==> config.mk <==
export PLATFORM = sky130hd
export DESIGN_NAME = dac_wave_gen
export DESIGN_NICKNAME = d
export VERILOG_FILES = /design/src/rtl/dac_wave_gen.sv
export SDC_FILE = /design/constraint.sdc
export NUM_CORES = 1
export LEC_CHECK = 0
export BUFFER_PORTS_ARGS = -buffer_cell sky130_fd_sc_hd__buf_2
export CORE_MARGIN = 5
export CORE_UTILIZATION = 25
export CTS_CLUSTER_SIZE = 10
export DETAILED_ROUTE_END_ITERATION = 12
export PLACE_DENSITY = 0.55
export SLEW_MARGIN = 10
export SYNTH_ARGS = -nofsm -noshare
export SYNTH_HDL_FRONTEND = slang
export SYNTH_SLANG_ARGS = --single-unit
==> constraint.sdc <==
create_clock -name dac_clk -period 3.3 [get_ports dac_clk]
set_clock_uncertainty 0.1 [all_clocks]
set_input_delay 0.33 -clock dac_clk [delete_from_list [all_inputs] [get_ports dac_clk]]
set_output_delay 0.33 -clock dac_clk [all_outputs]
set_load 0.01 [all_outputs]
==> src/rtl/dac_wave_gen.sv <==
// dac_wave_gen: waveform sequencer for an I2C DAC, one 2-byte write per sample tick
// Generates hold/saw/triangle/square codes and reports overrun and ACK errors.
module dac_wave_gen #(
    parameter int          TICK_DIV = 1_000_000,
    parameter int          DATA_W   = 8,
    parameter logic [1:0]  PD_BITS  = 2'b00
) (
    input  logic              dac_clk,
    input  logic              dac_rst_n,
    input  logic              run,
    input  logic [1:0]        cfg_mode,
    input  logic [DATA_W-1:0] cfg_min,
    input  logic [DATA_W-1:0] cfg_max,
    input  logic [DATA_W-1:0] cfg_step,
    input  logic [DATA_W-1:0] cfg_level,
    input  logic              stat_clr,
    input  logic              iic_ready,
    input  logic              iic_ack_error,
    output logic              iic_start,
    output logic [15:0]       iic_wdata,
    output logic [DATA_W-1:0] cur_code,
    output logic              busy,
    output logic              overrun,
    output logic              ack_err
);
    localparam int CW = $clog2(TICK_DIV);
    localparam logic [CW-1:0] TICK_LAST = CW'(TICK_DIV - 1);
    localparam logic [1:0] MODE_HOLD = 2'd0;
    localparam logic [1:0] MODE_SAW  = 2'd1;
    localparam logic [1:0] MODE_SQR  = 2'd3;

    typedef enum logic [2:0] {IDLE, WAIT_TICK, LAUNCH, WAIT_LO, WAIT_HI} state_t;

    state_t            state, state_nxt;
    logic              run_q, rise, tick, dir_up, dir_nxt, pending, start_nxt;
    logic [CW-1:0]     tick_cnt;
    logic [DATA_W-1:0] code_nxt, start_code;
    logic [DATA_W:0]   sum, min_step;
    logic [11:0]       code12;

    assign rise       = run && !run_q;
    assign tick       = run && !rise && (tick_cnt == TICK_LAST);
    assign busy       = (state == LAUNCH) || (state == WAIT_LO) || (state == WAIT_HI);
    assign start_code = (cfg_mode == MODE_HOLD) ? cfg_level : cfg_min;
    assign sum        = {1'b0, cur_code} + {1'b0, cfg_step};
    assign min_step   = {1'b0, cfg_min} + {1'b0, cfg_step};
    assign code12     = 12'(cur_code) << (12 - DATA_W);

    // Next waveform code; arithmetic is one bit wider so overflow past max is visible.
    always_comb begin
        code_nxt = cur_code;
        dir_nxt  = dir_up;
        if (cfg_mode == MODE_HOLD)
            code_nxt = cfg_level;
        else if (cfg_min > cfg_max)
            code_nxt = cfg_min;
        else if (cfg_mode == MODE_SAW)
            code_nxt = (sum > {1'b0, cfg_max}) ? cfg_min : sum[DATA_W-1:0];
        else if (cfg_mode == MODE_SQR)
            code_nxt = (cur_code == cfg_min) ? cfg_max : cfg_min;
        else if (dir_up) begin
            code_nxt = (sum >= {1'b0, cfg_max}) ? cfg_max : sum[DATA_W-1:0];
            dir_nxt  = sum < {1'b0, cfg_max};
        end else begin
            code_nxt = ({1'b0, cur_code} < min_step) ? cfg_min : cur_code - cfg_step;
            dir_nxt  = {1'b0, cur_code} < min_step;
        end
    end

    always_ff @(posedge dac_clk or negedge dac_rst_n) begin
        if (!dac_rst_n)
            state <= IDLE;
        else
            state <= state_nxt;
    end

    always_comb begin
        state_nxt = state;
        start_nxt = 1'b0;
        case (state)
            IDLE:      state_nxt = rise ? LAUNCH : IDLE;
            WAIT_TICK: state_nxt = !run ? IDLE : (tick || pending || rise) ? LAUNCH : WAIT_TICK;
            LAUNCH: begin
                start_nxt = iic_ready;
                state_nxt = iic_ready ? WAIT_LO : LAUNCH;
            end
            WAIT_LO:   state_nxt = iic_ready ? WAIT_LO : WAIT_HI;
            WAIT_HI:   state_nxt = !iic_ready ? WAIT_HI : run ? WAIT_TICK : IDLE;
            default:   state_nxt = IDLE;
        endcase
    end

    // pending marks a code that advanced after the in-flight payload was latched.
    always_ff @(posedge dac_clk or negedge dac_rst_n) begin
        if (!dac_rst_n) begin
            run_q     <= 1'b0;
            tick_cnt  <= '0;
            cur_code  <= '0;
            dir_up    <= 1'b1;
            pending   <= 1'b0;
            overrun   <= 1'b0;
            ack_err   <= 1'b0;
            iic_start <= 1'b0;
            iic_wdata <= '0;
        end else begin
            run_q     <= run;
            iic_start <= start_nxt;
            if (start_nxt)
                iic_wdata <= {2'b00, PD_BITS, code12};
            if (rise) begin
                tick_cnt <= '0;
                cur_code <= start_code;
                dir_up   <= 1'b1;
            end else if (run) begin
                tick_cnt <= tick ? '0 : tick_cnt + 1'b1;
                if (tick) begin
                    cur_code <= code_nxt;
                    dir_up   <= dir_nxt;
                end
            end
            pending <= (busy && (tick || rise)) || (pending && !start_nxt && state != IDLE);
            overrun <= (busy && tick && pending) || (overrun && !stat_clr);
            ack_err <= iic_ack_error || (ack_err && !stat_clr);
        end
    end
endmodule

==> flow_metrics.tcl, run 1 <==
set metrics [dict create \
    hold_violations 0 \
    core_area_sq_um 18000 \
    slew-limit-headroom_pct 28.6 \
    worst_path_largest_cell_delay_ns 0.47 \
    grt_max_degree 46 \
    synth_cell_types 73 \
    drt_iter0_drc 196 \
    cts.path.max_buffers 2 \
    grt_overflow 0 \
    arrival_ns 3.71 \
    vias_per_cell 5.03 \
    synth_top_cell_area_share_pct 24.1 \
    finalWeightedCongestion 0.884 \
    ys_ff_latch 45 \
    synth_sequential_area_ratio_pct 24.7 \
    post-route-drc-count 0 \
    r2r_cells 16 \
    yosys-top-cells-area "dfrtp_1 24%, ha_1 13%, xnor2_1 4.4%" \
    status "finished with violations" \
    hold_depth 2 \
    async_flop_share_pct 100 \
    avgRoutedWirePerCell_um 17.1 \
    cpLargestDelayFamily "compound AO/OA/AOI/OAI gates" \
    finalCriticalPeriod_ns 3.62 \
    critPathBufInv 4 \
    tightest_slew_ns 1.07 \
    ant_nets 0 \
    worstPathCellList "ha_4 > o41a_1 > a21boi_2 > xnor2_2 > inv_1 > ha_4 > buf_6 > nand4_1 > nor2_2 > buf_4 > nor4b_4 > buf_4 > nor3b_2 > a2111oi_4 > a2111oi_2 > a211oi_1" \
    violations "negative setup slack" \
    io_buffer_count 59 \
    rows 49 \
    synth_edf_count 0 \
    cts_sinks 45 \
    regArea_sq_um 1130 \
    synth-simple-area-share_pct 18.5 \
    cp.depth 16 \
    period_share_pct 110 \
    die_y_um 145 \
    cts_tree "done" \
    hp-class "input pin to flop" \
    clk_latency_ns 0.29 \
    synth_area_per_cell_sq_um 8.65 \
    multiInputGateArea_sq_um 3460 \
    io_pins 68 \
    drtPass1Iterations 5 \
    cp-start-kind "flop" \
    grt_pass1_wl_mm 24.2 \
    worstPathMaxFanout 4 \
    synth_mux_area_share_pct 6.92 \
    pre_cts_ws_ns -0.649 \
    netlist_area_sq_um 4560 \
    fin_tns_setup_ns -1.97 \
    synth_top_family_by_area "compound AO/OA/AOI/OAI gates" \
    yosys_warnings 0 \
    dp_hpwl_mm 11.8 \
    end_kind "flop" \
    cts_buffers 5 \
    crit_type "flop to flop" \
    diodes 0 \
    worstPathRequired_ns 3.39 \
    dieArea_sq_um 21000 \
    h-tree-depth 2 \
    powerDensity_nw_per_um2 686 \
    area_growth_pct 37.1 \
    fmax_mhz 276 \
    maxCapViolCount 0 \
    first_global_vias 4469 \
    wirelength_mm 15.4 \
    drive_gt1_share_pct 35.2 \
    antenna_found_initial 0 \
    start_util_pct 25.4 \
    rsz0062_at_grt "true" \
    finalMaxSlewViolations 0 \
    synth_ff_type "dfrtp_1" \
    clockRootBuffer "clkbuf_16" \
    fillCellCount 1854 \
    nNetsFinal 763 \
    gr-usage-all-layers_pct 14.0 \
    vias 4541 \
    synth_compound_gate_area_share_pct 23.5 \
    critPathSlowestCell "dfrtp_2" \
    postCtsHoldBufs 0 \
    leakagePower_nw 2.82 \
    vdd_ir_drop_max_mv 0.320 \
    yosys.area.top_type "dfrtp_1" \
    synthAdderAreaFrac_pct 14.2 \
    setup_viol 8 \
    synthCells 527 \
    hold_slack_ns 0.117 \
    clk_transition_reported_paths_ns 0.07 \
    synth_xor_area_share_pct 5.95 \
    setup_slack_ns -0.322 \
    fp.dieW_um 145 \
]
==> flip-flops by register name (all words and copies together) (netlist names) <==
| register | count |
|---|---|
| tick_cnt | 20 |
| overrun | 1 |
| iic_wdata | 8 |
| iic_start | 1 |
| cur_code | 8 |
| ack_err | 1 |
| pending | 1 |
| run_q | 1 |
| dir_up | 1 |
| state | 3 |
==> synthesized netlist by cell type (6+ instances only) <==
| library cell | number |
|---|---|
| a211oi_1 | 6 |
| a21o_1 | 6 |
| a21oi_1 | 24 |
| a31oi_1 | 6 |
| and3_1 | 14 |
| buf_2 | 9 |
| buf_4 | 9 |
| clkbuf_1 | 8 |
| dfrtp_1 | 44 |
| ha_1 | 47 |
| inv_1 | 35 |
| mux2_2 | 12 |
| mux2i_1 | 18 |
| nand2_1 | 35 |
| nand2b_1 | 6 |
| nand3b_1 | 7 |
| nand4_1 | 10 |
| nor2_1 | 38 |
| nor2b_1 | 10 |
| nor3_1 | 13 |
| o211ai_1 | 11 |
| o21ai_0 | 35 |
| o21bai_1 | 6 |
| xnor2_1 | 23 |
| xor2_1 | 8 |
==> area by class of cell <==
| class | instances | share of cell area [%] |
|---|---|---|
| Multi-Input combinational cell | 427 | 55.3 |
| Tap cell | 229 | 4.58 |
| Inverter | 35 | 2.10 |
| Timing Repair Buffer | 159 | 17.6 |
| Sequential cell | 45 | 18.1 |
| Clock inverter | 1 | 0.120 |
| Clock buffer | 7 | 2.12 |
==> cells in the final DEF (no fill, tap or decap), types with 8 or more instances in the layout <==
cell / synthesis / layout
ha_1: 47 / 39
mux2i_1: 18 / 18
mux2_2: 12 / 9
buf_2: 9 / 56
o211ai_1: 11 / 11
nand2_1: 35 / 35
inv_1: 35 / 34
nor2b_1: 10 / 9
xnor2_1: 23 / 21
and3_1: 14 / 14
xor2_1: 8 / 8
buf_4: 9 / 92
conb_1: 1 / 8
nor2_1: 38 / 36
nor3_1: 13 / 12
buf_6: 0 / 9
nand4_1: 10 / 10
dfrtp_1: 44 / 39
o21ai_0: 35 / 31
a21oi_1: 24 / 20
==> metrics by stage <==
stage          util (%)  instance area, sq um  total power [W]  cells
2_1_floorplan         -                  4690          0.00234    534
3_5_place_dp       31.3                  5630          0.00321    866
5_1_grt            34.8                  6250          0.00458    903
4_1_cts            33.5                  6030          0.00398    892
6_report           34.8                  6250          0.00429    903
3_3_place_gp       31.3                  5630          0.00321    866
==> layer usage <==
metal	wire length [um]	GRT usage, %
met1	7250	20.0
met2	7040	21.7
met3	722	2.43
met4	397	3.58
met5	0	0
==> power breakdown <==
part           internal [W]  switching [W]  leakage, nW
Combinational       0.00158        0.00137         2.19
Clock              0.000282       0.000220       0.0641
Sequential         0.000677       0.000157        0.568
==> final timing paths <==
path	slack, ns	to	start
worst max-delay path	-0.32	cur_code[0]	cur_code[3]
worst min-delay path	0.12	ack_err	iic_ack_error
worst max register to register	-0.32	cur_code[0]	cur_code[3]
worst min register to register	0.38	ack_err	ack_err
max in group asynchronous	2.23	cur_code[1]	dac_rst_n
min in group asynchronous	0.13	tick_cnt[16]	dac_rst_n
==> kinds of logic after synthesis <==
logic type / after synthesis
buffers and inverters: 62
muxes: 30
DFF: 45
AOI/OAI and AO/OA: 152
other: 1
adders and majority gates: 50
xor gates and xnor gates: 31
and+or+nand+nor: 156
==> timing repair <==
action	4_1_cts	5_1_grt
cloned	0	0
endpoints found under the setup margin	8	9
gates resized for setup	27	28
pin swaps	27	30
setup buffers	18	13
No activity file was read; power rests on OpenSTA's default activity.
==> run 2: changes to the inputs <==
--- a/config.mk
+++ b/config.mk
@@ -5,12 +5,14 @@
 export SDC_FILE = /design/constraint.sdc
 export NUM_CORES = 1
 export LEC_CHECK = 0
+export ABC_AREA = 1
 export BUFFER_PORTS_ARGS = -buffer_cell sky130_fd_sc_hd__buf_2
 export CORE_MARGIN = 5
 export CORE_UTILIZATION = 25
 export CTS_CLUSTER_SIZE = 10
 export DETAILED_ROUTE_END_ITERATION = 12
 export PLACE_DENSITY = 0.55
+export SKIP_LAST_GASP = 1
 export SLEW_MARGIN = 10
 export SYNTH_ARGS = -nofsm -noshare
 export SYNTH_HDL_FRONTEND = slang
==> flow_metrics.tcl, run 2 <==
set metrics [dict create \
    top_register "tick_cnt" \
    synth_ff_type "dfrtp_1" \
    post-route-drc-count 0 \
    synth_most_common_cell "nand2_1" \
    finalCriticalPeriod_ns 3.19 \
    antenna_found_initial 0 \
    tightest_slew_ns 1.02 \
    avgRoutedWirePerCell_um 15.0 \
    cts_sinks 45 \
    drt_iter0_drc 415 \
    yosys.area.top_type "dfrtp_1" \
    ant_nets 0 \
    maxCapViolCount 0 \
    worst_path_largest_cell_delay_ns 0.44 \
    drive_gt1_share_pct 24.5 \
    h-tree-depth 2 \
    nNetsFinal 913 \
    setup_viol 0 \
    vdd_ir_drop_max_mv 0.202 \
    fmax_mhz 313 \
    final_cell_mix "165 x nand2_1, 100 x inv_1, 59 x buf_2" \
    pwr-share-seq_pct 22.5 \
    wirelength_mm 16.3 \
    start_util_pct 25.6 \
    powerDensity_nw_per_um2 556 \
    cts_tree "done" \
    end_kind "flop" \
    grt_overflow 0 \
    clk_transition_reported_paths_ns 0.07 \
    first_global_vias 4697 \
    crit_type "flop to flop" \
    multiInputGateArea_sq_um 3450 \
    cp-start-kind "flop" \
    startpoint "cur_code[0]" \
    status "completed" \
    drtPass1Iterations 5 \
    dieArea_sq_um 22200 \
    worstPathRequired_ns 3.42 \
    netlist_area_sq_um 4840 \
    power_frac_clock_pct 17.1 \
    dp_hpwl_mm 12.9 \
    ys_ff_latch 45 \
    synth_edf_count 0 \
    finalMaxSlewViolations 0 \
    arrival_ns 3.31 \
    hold_violations 0 \
    io_buffer_count 59 \
    layout_commonest_cell "nand2_1" \
    vias 5035 \
    fp.dieW_um 149 \
    worstPathCellList "ha_4 > fa_2 > nand3_2 > nand2_4 > xor2_4 > inv_2 > ha_4 > nand2_4 > buf_4 > nor3_4 > nand3_2 > buf_6 > nand4_1 > nand3_1 > nand2_1 > nand2_1 > nand2_1 > nand2_1 > a21oi_1" \
    clk_latency_ns 0.29 \
    worstPathMaxFanout 8 \
    gr-usage-all-layers_pct 14.5 \
    comb_power_share_pct 60.4 \
    critPathSlowestCell "dfrtp_2" \
    async_flop_share_pct 100 \
    cts.path.max_buffers 2 \
    top_regs "tick_cnt x20, cur_code x8, iic_wdata x8" \
    fillCellCount 2055 \
    synth_area_per_cell_sq_um 6.75 \
    synthCells 717 \
    grt_max_degree 46 \
    rrSetupSlack_ns 0.11 \
    cts_buffers 5 \
    netlist_top_cells_count "174 x nand2_1, 103 x inv_1, 59 x nor2_1" \
    period_share_pct 96.7 \
    grt_pass1_wl_mm 25.8 \
    slew-limit-headroom_pct 32.0 \
    finalWeightedCongestion 0.966 \
    hold_slack_ns 0.119 \
    leakagePower_nw 3.11 \
    hp-class "input pin to asynchronous set/reset pin" \
    fin_tns_setup_ns 0 \
    timing.rr.start "cur_code[0]" \
    clockRootBuffer "clkbuf_16" \
    vias_per_cell 4.64 \
    diodes 0 \
    internal_power_w 0.00192 \
    yosys-top-cells-area "dfrtp_1 23%, nand2_1 14%, ha_1 12%" \
    largest_reg_flops 20 \
    synth_cell_types 49 \
    rows 50 \
    yosys_warnings 0 \
    synth_sequential_area_ratio_pct 23.3 \
    regArea_sq_um 1130 \
    switching_share_pct 44.7 \
    rsz0062_at_grt "true" \
    p_sw_w 0.00155 \
    die_y_um 149 \
    utilization_pct 33.0 \
    io_pins 68 \
    cp_common_cell "nand2_1" \
    area_growth_pct 28.8 \
    core_area_sq_um 18900 \
    synth_top_cell_area_share_pct 22.8 \
]
## run 2: path summary, 6_finish.rpt
check                                end  cells past startpoint
max in group asynchronous    cur_code[1]                      1
max                          cur_code[2]                     19
min                              overrun                      1
max reg2reg                  cur_code[2]                     19
min in group dac_clk            state[2]                      2
min reg2reg                iic_wdata[10]                      2
## run 2: worst max-delay path: cells and delay by family (launching register included)
family | cells | cell delay (ns)
buf+inv | 3 | 0.37
flops | 1 | 0.44
fa+ha+maj | 3 | 0.86
compound gates | 1 | 0.12
xor+xnor | 1 | 0.19
simple gates | 11 | 1.03
## run 2: what timing repair did
| item | in CTS | in global routing |
|---|---|---|
| setup endpoints to repair | 8 | 8 |
| hold buffers | 0 | 0 |
| gates cloned | 0 | 1 |
| setup buffers | 1 | 4 |
| hold endpoints to repair | 0 | 0 |
| pin swaps | 1 | 33 |
| gates resized for setup | 2 | 51 |
## run 2: final cells by class
class                           count  area share, %
Tap cell                          260           5.22
Inverter                          108           6.59
Clock buffer                        5           2.01
Sequential cell                    45           18.1
Timing Repair Buffer              113           11.9
Multi-Input combinational cell    550           55.4
Clock inverter                      3          0.763
## run 2: through the flow
| stage | area [sq um] | instances | setup slack [ns] | power, W |
|---|---|---|---|---|
| 3_3_place_gp | 5730 | 1071 | -0.0689 | 0.00261 |
| 5_1_grt | 6230 | 1084 | -0.0694 | 0.00375 |
| 3_5_place_dp | 5730 | 1071 | -0.0473 | 0.00261 |
| 6_report | 6230 | 1084 | 0.109 | 0.00347 |
| 2_1_floorplan | 4860 | 724 | 0.124 | 0.00194 |
| 4_1_cts | 5920 | 1080 | 0.0516 | 0.00323 |
## run 2: cells by family (layout without fill, tap and decap cells)
| kind of cell | after synthesis | count (layout) | synth area share (%) |
|---|---|---|---|
| compound gates | 121 | 121 | 14.9 |
| xor+xnor | 21 | 21 | 3.80 |
| buf+inv | 129 | 229 | 11.4 |
| other cells | 1 | 8 | 0.0775 |
| fa+ha+maj | 50 | 50 | 13.4 |
| flops | 45 | 45 | 23.3 |
| simple gates | 350 | 350 | 33.2 |
## run 2: power by group through the flow
stage                     registers [W]  clock network (W)  logic [W]
after global routing           0.000797           0.000623    0.00233
final                          0.000781           0.000592    0.00209
after floorplan                0.000795                  0    0.00115
after detailed placement       0.000784                  0    0.00183
after CTS                      0.000774           0.000605    0.00185
after global placement         0.000785                  0    0.00183
## run 2: metal layers
metal	vias up	share of wire, %	global-route usage (%)	wire length [um]
met5	-	0	0	0
met4	0	1.3	2.24	218
met3	20	6.0	1.55	973
met2	157	42	21.5	6870
met1	2296	50	22.8	8220
li1	2562	-	-	-
